===== src/rtl/pkt_rd_streamer.sv =====
// pkt_rd_streamer: per-port SRAM read streamer with a credit-gated return buffer.
// Define PKT_RD_CNT_EN to add the 16-bit pkt_cnt transmitted-packet counter.
module pkt_rd_streamer #(
  parameter int data_width        = 64,
  parameter int address_width     = 17,
  parameter int pack_length_width = 8,
  parameter int buf_depth         = 4
) (
  input  logic                         clk,
  input  logic                         rst,
  input  logic                         desc_vld,
  input  logic [address_width-1:0]     desc_addr,
  input  logic [pack_length_width-1:0] desc_len,
  output logic                         desc_rdy,
  output logic                         rd_req,
  output logic [address_width-1:0]     rd_addr,
  input  logic                         rd_gnt,
  input  logic [data_width-1:0]        sram_dout,
  input  logic                         ready,
  output logic                         rd_sop,
  output logic                         rd_eop,
  output logic                         rd_vld,
  output logic [data_width-1:0]        rd_data,
  output logic                         busy
`ifdef PKT_RD_CNT_EN
  ,
  output logic [15:0]                  pkt_cnt
`endif
);

  localparam int LW = pack_length_width + 1;
  localparam int PW = (buf_depth > 1) ? $clog2(buf_depth) : 1;
  localparam int CW = $clog2(buf_depth + 1) + 1;

  typedef enum logic [1:0] {IDLE, FETCH, DRAIN} state_t;

  state_t                   state_q, state_d;
  logic                     req_q, req_d;
  logic [address_width-1:0] addr_q, addr_d;
  logic [LW-1:0]            req_left_q, req_left_d;
  logic [LW-1:0]            beat_left_q, len_ext;
  logic                     inflight_q, first_q;
  logic [CW-1:0]            cnt_q, cnt_n;
  logic [PW-1:0]            wr_ptr, rd_ptr;
  logic [data_width-1:0]    mem [buf_depth];
  logic                     accept, grant, push, pop;
  logic                     last_beat, room;

  function automatic logic [PW-1:0] nxt(input logic [PW-1:0] p);
    return (p == PW'(buf_depth - 1)) ? '0 : p + PW'(1);
  endfunction

  assign len_ext   = {desc_len == '0, desc_len};
  assign desc_rdy  = rst & (state_q == IDLE);
  assign busy      = state_q != IDLE;
  assign accept    = desc_vld & desc_rdy;
  assign grant     = req_q & rd_gnt;
  assign push      = inflight_q;
  assign rd_vld    = cnt_q != '0;
  assign pop       = rd_vld & ready;
  assign last_beat = beat_left_q == LW'(1);
  assign cnt_n     = cnt_q + CW'(push) - CW'(pop);
  // Credit seen by the next request: buffered words plus the one granted now.
  assign room      = (cnt_n + CW'(grant)) < CW'(buf_depth);

  assign rd_req  = req_q;
  assign rd_addr = addr_q;
  assign rd_data = rd_vld ? mem[rd_ptr] : '0;
  assign rd_sop  = rd_vld & first_q;
  assign rd_eop  = rd_vld & last_beat;

  always_comb begin
    state_d    = state_q;
    req_d      = req_q;
    addr_d     = addr_q;
    req_left_d = req_left_q;
    unique case (1'b1)
      (state_q == IDLE): begin
        if (accept) begin
          state_d    = FETCH;
          req_d      = 1'b1;
          addr_d     = desc_addr;
          req_left_d = len_ext;
        end
      end
      (state_q == FETCH): begin
        if (grant) begin
          addr_d     = addr_q + address_width'(1);
          req_left_d = req_left_q - LW'(1);
          if (req_left_q == LW'(1)) begin
            state_d = DRAIN;
            req_d   = 1'b0;
          end else begin
            req_d = room;
          end
        end else if (!req_q) begin
          req_d = room;
        end
      end
      (state_q == DRAIN): begin
        if (pop && last_beat) state_d = IDLE;
      end
      default: begin
        state_d = IDLE;
        req_d   = 1'b0;
      end
    endcase
  end

  always_ff @(posedge clk or negedge rst) begin
    if (!rst) begin
      state_q    <= IDLE;
      req_q      <= 1'b0;
      addr_q     <= '0;
      req_left_q <= '0;
    end else begin
      state_q    <= state_d;
      req_q      <= req_d;
      addr_q     <= addr_d;
      req_left_q <= req_left_d;
    end
  end

  always_ff @(posedge clk or negedge rst) begin
    if (!rst) begin
      inflight_q  <= 1'b0;
      cnt_q       <= '0;
      wr_ptr      <= '0;
      rd_ptr      <= '0;
      beat_left_q <= '0;
      first_q     <= 1'b0;
    end else begin
      inflight_q <= grant;
      cnt_q      <= cnt_n;
      if (push) wr_ptr <= nxt(wr_ptr);
      if (pop) rd_ptr <= nxt(rd_ptr);
      if (accept) begin
        beat_left_q <= len_ext;
        first_q     <= 1'b1;
      end else if (pop) begin
        beat_left_q <= beat_left_q - LW'(1);
        first_q     <= 1'b0;
      end
    end
  end

  always_ff @(posedge clk) begin
    if (push) mem[wr_ptr] <= sram_dout;
  end

`ifdef PKT_RD_CNT_EN
  always_ff @(posedge clk or negedge rst) begin
    if (!rst) pkt_cnt <= '0;
    else if (pop && last_beat) pkt_cnt <= pkt_cnt + 16'd1;
  end
`endif

endmodule


===== config.mk =====
export PLATFORM = sky130hd
export DESIGN_NAME = pkt_rd_streamer
export DESIGN_NICKNAME = d
export VERILOG_FILES = /design/src/rtl/pkt_rd_streamer.sv
export SDC_FILE = /design/constraint.sdc
export NUM_CORES = 1
export LEC_CHECK = 0
export ABC_AREA = 1
export BUFFER_PORTS_ARGS = -buffer_cell sky130_fd_sc_hd__buf_2
export CAP_MARGIN = 20
export CORE_ASPECT_RATIO = 1.4
export CORE_MARGIN = 3
export CORE_UTILIZATION = 55
export CTS_BUF_LIST = sky130_fd_sc_hd__clkbuf_16
export DETAILED_ROUTE_END_ITERATION = 16
export GPL_TIMING_DRIVEN = 0
export PLACE_DENSITY = 0.79
export SLEW_MARGIN = 20
export SYNTH_ARGS = -nofsm -noshare
export SYNTH_HDL_FRONTEND = slang
export SYNTH_SLANG_ARGS = --single-unit

===== constraint.sdc =====
create_clock -name clk -period 3.6 [get_ports clk]
set_clock_uncertainty 0.1 [all_clocks]
set_input_delay 0.36 -clock clk [delete_from_list [all_inputs] [get_ports clk]]
set_output_delay 0.36 -clock clk [all_outputs]
set_load 0.02 [all_outputs]

# Word level (Yosys, flattened, before mapping)
# Memories as Yosys holds them, arrays and structs flattened.
# Cells that the tools add are included.
# op_classes
n_addsub	8
order_cmp	1
n_eq_ne	10
n_mux	25
bitwise	7
reduce_logical	10
# op_table
cell	count
64-bit two-way mux	1
9-bit two-way mux	4
17-bit two-way mux	2
17-bit one-hot mux with 2 select lines	1
9-bit by 1-bit equality test with 1-bit output (second input constant)	2
9-bit one-hot mux with 2 select lines	1
9-bit by 1-bit subtractor with 9-bit output (second input constant)	2
17-bit by 1-bit adder with 17-bit output (second input constant)	1
2-bit two-way mux	6
4-bit by 1-bit adder with 4-bit output	2
8-bit logical NOT	1
1-bit two-way mux	8
1-bit bitwise AND	6
2-bit equality test (second input constant)	3
2-bit one-hot mux with 3 select lines	1
2-bit nonzero test	3
2-bit by 1-bit adder with 2-bit output (second input constant)	2
4-bit by 3-bit < comparator with 1-bit output (second input constant)	1
2-bit by 1-bit inequality test with 1-bit output (second input constant)	2
2-bit inequality test (second input constant)	2
4-bit AND reduction	1
4-bit nonzero test	1
4-bit by 1-bit subtractor with 4-bit output	1
1-bit one-hot mux with 3 select lines	1
6 further kinds	6
# totals
reg_bits	48
mem_bits_rw	256
in_bits	94
output_inout_bits	87
word_cells	72
memories	1
# memory_table
name	words	width	rd	rd_clocked_by_memory_dff	wr	line	source
mem	4	64	1	0	1	45	logic [data_width-1:0] mem [buf_depth];

# Depth between registers and ports, before layout
# depth
depth_word	8
depth_mapped	19
mapped_depth_nobuf	18

# Worst setup path before layout
# Ideal clock, no wire load.
# synth_path
kind	register to register
startpoint	reg cnt_q[2]
endpoint	reg req_q, in the netlist rd_req
setup_ns	0.078
arrival_ns	2.658
required_ns	3.422
slack_ns	0.764
path_stages_with_launch	20
path_buffers	1
period_less_slack_ns	2.836
path_cell_list	dfrtp_1 > inv_1 > ha_1 > nand3_1 > nand2_1 > inv_1 > buf_2 > ha_1 > inv_1 > ha_1 > inv_1 > fa_1 > inv_1 > nand2_1 > nor2_1 > nor2_1 > nand3_1 > nand3_1 > nand2_1 > a21oi_1
# synth_between
elab_chain_cells	8
word_cells_on_any_way	10
classes_between	add/sub (3); order compare (1); mux (4); bitwise (1); reduce/logical (1)
# synth_lines
element	line	source
from (decl)	43	logic [CW-1:0] cnt_q, cnt_n;
from (signal assigned)	134	cnt_q <= cnt_n;
4-bit nonzero test *	59	assign rd_vld = cnt_q != '0;
net rd_vld	22	output logic rd_vld,
1-bit bitwise AND *	60	assign pop = rd_vld & ready;
net pop	46	logic accept, grant, push, pop;
4-bit by 1-bit subtractor with 4-bit output *	62	assign cnt_n = cnt_q + CW'(push) - CW'(pop);
net cnt_n[1]	43	
4-bit by 1-bit adder with 4-bit output *	64	assign room = (cnt_n + CW'(grant)) < CW'(buf_depth);
4-bit by 3-bit < comparator with 1-bit output *	64	
1-bit two-way mux, on equally long branches	96, 90	
1-bit two-way mux *	87	if (grant) begin
1-bit one-hot mux with 3 select lines *	77	unique case (1'b1)
to (signal assigned)	118	req_q <= req_d;
to (decl)	38	logic req_q, req_d;
# The timed path passes the listed nets; every way through them passes the cells marked *.
# A chain may end at the register's enable or synchronous reset.

# Worst setup path after layout
# layout_path
startpoint	reg rd_ptr[0]
endpoint	out rd_data[61]
# layout_between
elab_chain_cells	2
# layout_lines
element	line	source
from (decl)	44	logic [PW-1:0] wr_ptr, rd_ptr;
from (signal assigned)	136	if (pop) rd_ptr <= nxt(rd_ptr);
memory 4 x 64 bit	-	
64-bit two-way mux	68	assign rd_data = rd_vld ? mem[rd_ptr] : '0;
to (decl)	23	output logic [data_width-1:0] rd_data,
# No other way between the ends.

==> flow_summary.json <==
{
  "status": "finished, final reports clean",
  "cts_buffers": 27,
  "htreeDepth": 1,
  "initial_core_util": 0.5622,
  "fill_cells": 1646,
  "syn_area_per_cell_um2": 10.91,
  "syn-num-nets": 1310,
  "port_buffers": 180,
  "core_um2": 23290,
  "ys_warn_count": 0,
  "chipHeight_um": 188.6,
  "crit_required_ns": 3.14,
  "synth_area_leaders": "edfxtp_1 59%, dfrtp_1 9.2%, nor2_1 8.9%, o21ai_0 5.6%, a21oi_1 3.1%",
  "synthToLayoutAreaGrowth_pct": 22.12,
  "track_usage": 0.2492,
  "cts_root_buf": "clkbuf_16",
  "die_w_um": 136.4,
  "fmax_mhz": 321.5,
  "clockBufferDepth": 3,
  "slew_headroom": 0.5481,
  "cts_tree": "built",
  "ir_drop_mv": 0.6712,
  "synth-seq-cells": 304,
  "grt_pass1_wl_um": 50350,
  "worstRegToRegCells": 19,
  "drive_gt1_frac": 0.1788,
  "period_minus_slack_ns": 3.111,
  "critPathCaptureType": "output pin",
  "hold_viol": 0,
  "nets": 1589,
  "rsz0062_at_grt": "no",
  "finalWeightedCongestion": 0.9078,
  "grt_pass1_vias": 9948,
  "crit_arrival_ns": 2.65,
  "routed_wl_um": 32630,
  "vias": 10036,
  "leakagePower_nw": 6.293,
  "min_path_type": "in2reg",
  "clock_latency_ns": 0.52,
  "cp_max_fo": 10,
  "maxSlewViolCount": 0,
  "dp_hpwl_um": 20890,
  "fp.dieArea_um2": 25720,
  "drt_iter0_markers": 757,
  "synth_top_area_share": 0.5872,
  "crit_type": "reg2out",
  "antenna_found_initial": 1,
  "drc": 0,
  "syn_area_um2": 13090,
  "r2r_end": "rd_req",
  "cts_resized": 0,
  "setup_viol": 0,
  "antenna_left": 0,
  "ios": 181,
  "final.period_utilization": 0.8641,
  "rr_startpoint": "cnt_q[2]",
  "timing.hold.ws_ns": 0.01228,
  "clk_pin_slew_ns": 0.07,
  "holdPathStages": 3,
  "cap_viol_max_count": 0,
  "netlist_instances": 1200,
  "tns_ns": 0,
  "via_per_inst": 5.557,
  "holdCritStartpoint": "desc_addr[8]",
  "grt_max_degree": 52,
  "synth_seq_area_share": 0.6789,
  "synth.largest_area_cell": "edfxtp_1",
  "hold-path-endpoint": "rd_addr[8]",
  "critPathLaunchType": "flip-flop",
  "post_drt_wl_per_cell_um": 18.07,
  "num_rows": 66,
  "synth.distinct_cells": 42,
  "grt_remaining_overflow": 0,
  "worst_slew_pin_slew_ns": 0.6778,
  "timing.reg2reg.setup_slack_ns": 0.60,
  "cts_sinks": 304,
  "dr.pass1.iters": 8,
  "cellPowerDensity_nw_per_um2": 868.6
}
==> what timing repair did <==
item                                   in CTS  in global routing
hold buffers                               66                  0
endpoints found under the hold margin     305                  0
setup buffers                               0                  0
==> report_power, final <==
group	internal [W]	leakage [nW]	switching, W	total, W
combinational	0.00197	2.95	0.00426	0.00623
sequential	0.00458	2.92	0.000354	0.00493
clock	0.00150	0.424	0.00122	0.00272
total	0.00805	6.29	0.00584	0.0139
==> cell usage after synthesis, drive strengths merged <==
cell and number:
a22oi 3, o31ai 1, a211oi 1, nand4 13, o22ai 7, a21oi 80, ha 15, dfrtp 48
inv 73, nand2 99, and2 1, nand3 34, nor2 313, nor3 6, o21bai 2, a31oi 3
o21ai 161, or2 3, o221ai 4, xnor2 1, edfxtp 256, o211ai 8, fa 1, buf 34
o2bb2ai 1, clkbuf 27, xor2 5
==> metrics by stage <==
| step | area [µm²] | total power (W) | util | std cells | worst slack [ns] |
|---|---|---|---|---|---|
| final | 15990 | 0.01389 | 0.6866 | 1806 | 0.4894 |
| after global routing | 15990 | 0.01473 | 0.6866 | 1806 | 0.2850 |
| after CTS | 15990 | 0.01388 | 0.6865 | 1805 | 0.4690 |
| after detailed placement | 14490 | 0.01110 | 0.6223 | 1690 | 0.5719 |
| after global placement | 14380 | 0.01092 | 0.6173 | 1686 | 0.2337 |
| after floorplan | 13090 | 0.009040 | - | 1200 | 0.7643 |
==> state kept, by name (all words and copies together) (netlist names) <==
register,flops
first_q,1
rd_addr,17
inflight_q,1
rd_req,1
req_left_q,9
rd_ptr,2
beat_left_q,9
cnt_q,4
wr_ptr,2
state_q,2
mem,256
==> worst max-delay path by stage <==
stage,to,cells past startpoint,slack [ns],start
floorplan,rd_req,19,0.76,cnt_q[2]
global placement,mem[1][40],4,0.23,wr_ptr[1]
detailed placement,rd_req,19,0.57,cnt_q[2]
CTS,rd_data[61],6,0.47,rd_ptr[0]
global route,rd_data[61],6,0.28,rd_ptr[0]
finish,rd_data[61],6,0.49,rd_ptr[0]
==> cells in the final DEF (no fill, tap or decap), types with 3 or more instances in the layout <==
| cell type | count |
|---|---|
| o21ai_1 | 13 |
| buf_16 | 3 |
| clkinv_1 | 3 |
| edfxtp_1 | 256 |
| clkinvlp_4 | 6 |
| dfrtp_1 | 48 |
| buf_1 | 13 |
| o21ai_0 | 146 |
| o221ai_1 | 4 |
| ha_1 | 15 |
| xor2_1 | 5 |
| clkbuf_1 | 27 |
| o211ai_1 | 8 |
| o22ai_1 | 4 |
| nand3_1 | 34 |
| o22ai_2 | 3 |
| inv_4 | 4 |
| nand2_1 | 94 |
| inv_1 | 75 |
| buf_2 | 196 |
| a21oi_1 | 80 |
| dlygate4sd3_1 | 66 |
| nor2_1 | 310 |
| nor3_1 | 6 |
| nand4_1 | 13 |
| clkbuf_16 | 27 |
| nand2_4 | 4 |
==> cells by family (layout without fill, tap and decap cells) <==
family                     count (synthesis)  after routing  synth area share
AOI/OAI and AO/OA                        271            271            0.1126
xor gates and xnor gates                   6              6          0.004014
adders and majority gates                 16             16           0.01586
buffers and inverters                    134            433           0.04367
DFF                                      304            304            0.6789
other                                      0              1                 0
and+or+nand+nor                          469            469            0.1450
==> worst max-delay path, stage by stage (launching register included) <==
cell      delay, ns
dfrtp_1        0.45
inv_2          0.09
clkbuf_1       0.45
clkbuf_1       0.46
o21ai_0        0.17
a21oi_1        0.28
buf_2          0.22
==> layer usage <==
metal  share of wire  GRT usage  vias to the layer above
li1                -          -                     4711
met2            0.53     0.4519                      490
met5               0          0                        -
met3           0.076    0.04006                       83
met4           0.031    0.09232                        0
met1            0.36     0.2957                     4752
==> area by class of cell <==
cell class | instances | area [µm²] | area share
Inverter | 73 | 294.0 | 0.01839
Clock buffer | 27 | 675.6 | 0.04226
Antenna cell | 1 | 2.502 | 0.0001565
Multi-Input combinational cell | 762 | 3632 | 0.2272
Sequential cell | 304 | 8889 | 0.5559
Tap cell | 306 | 382.9 | 0.02395
Timing Repair Buffer | 250 | 1667 | 0.1042
Buffer | 61 | 287.8 | 0.01800
Clock inverter | 22 | 158.9 | 0.009938
Power figures use the tool's default switching activity.
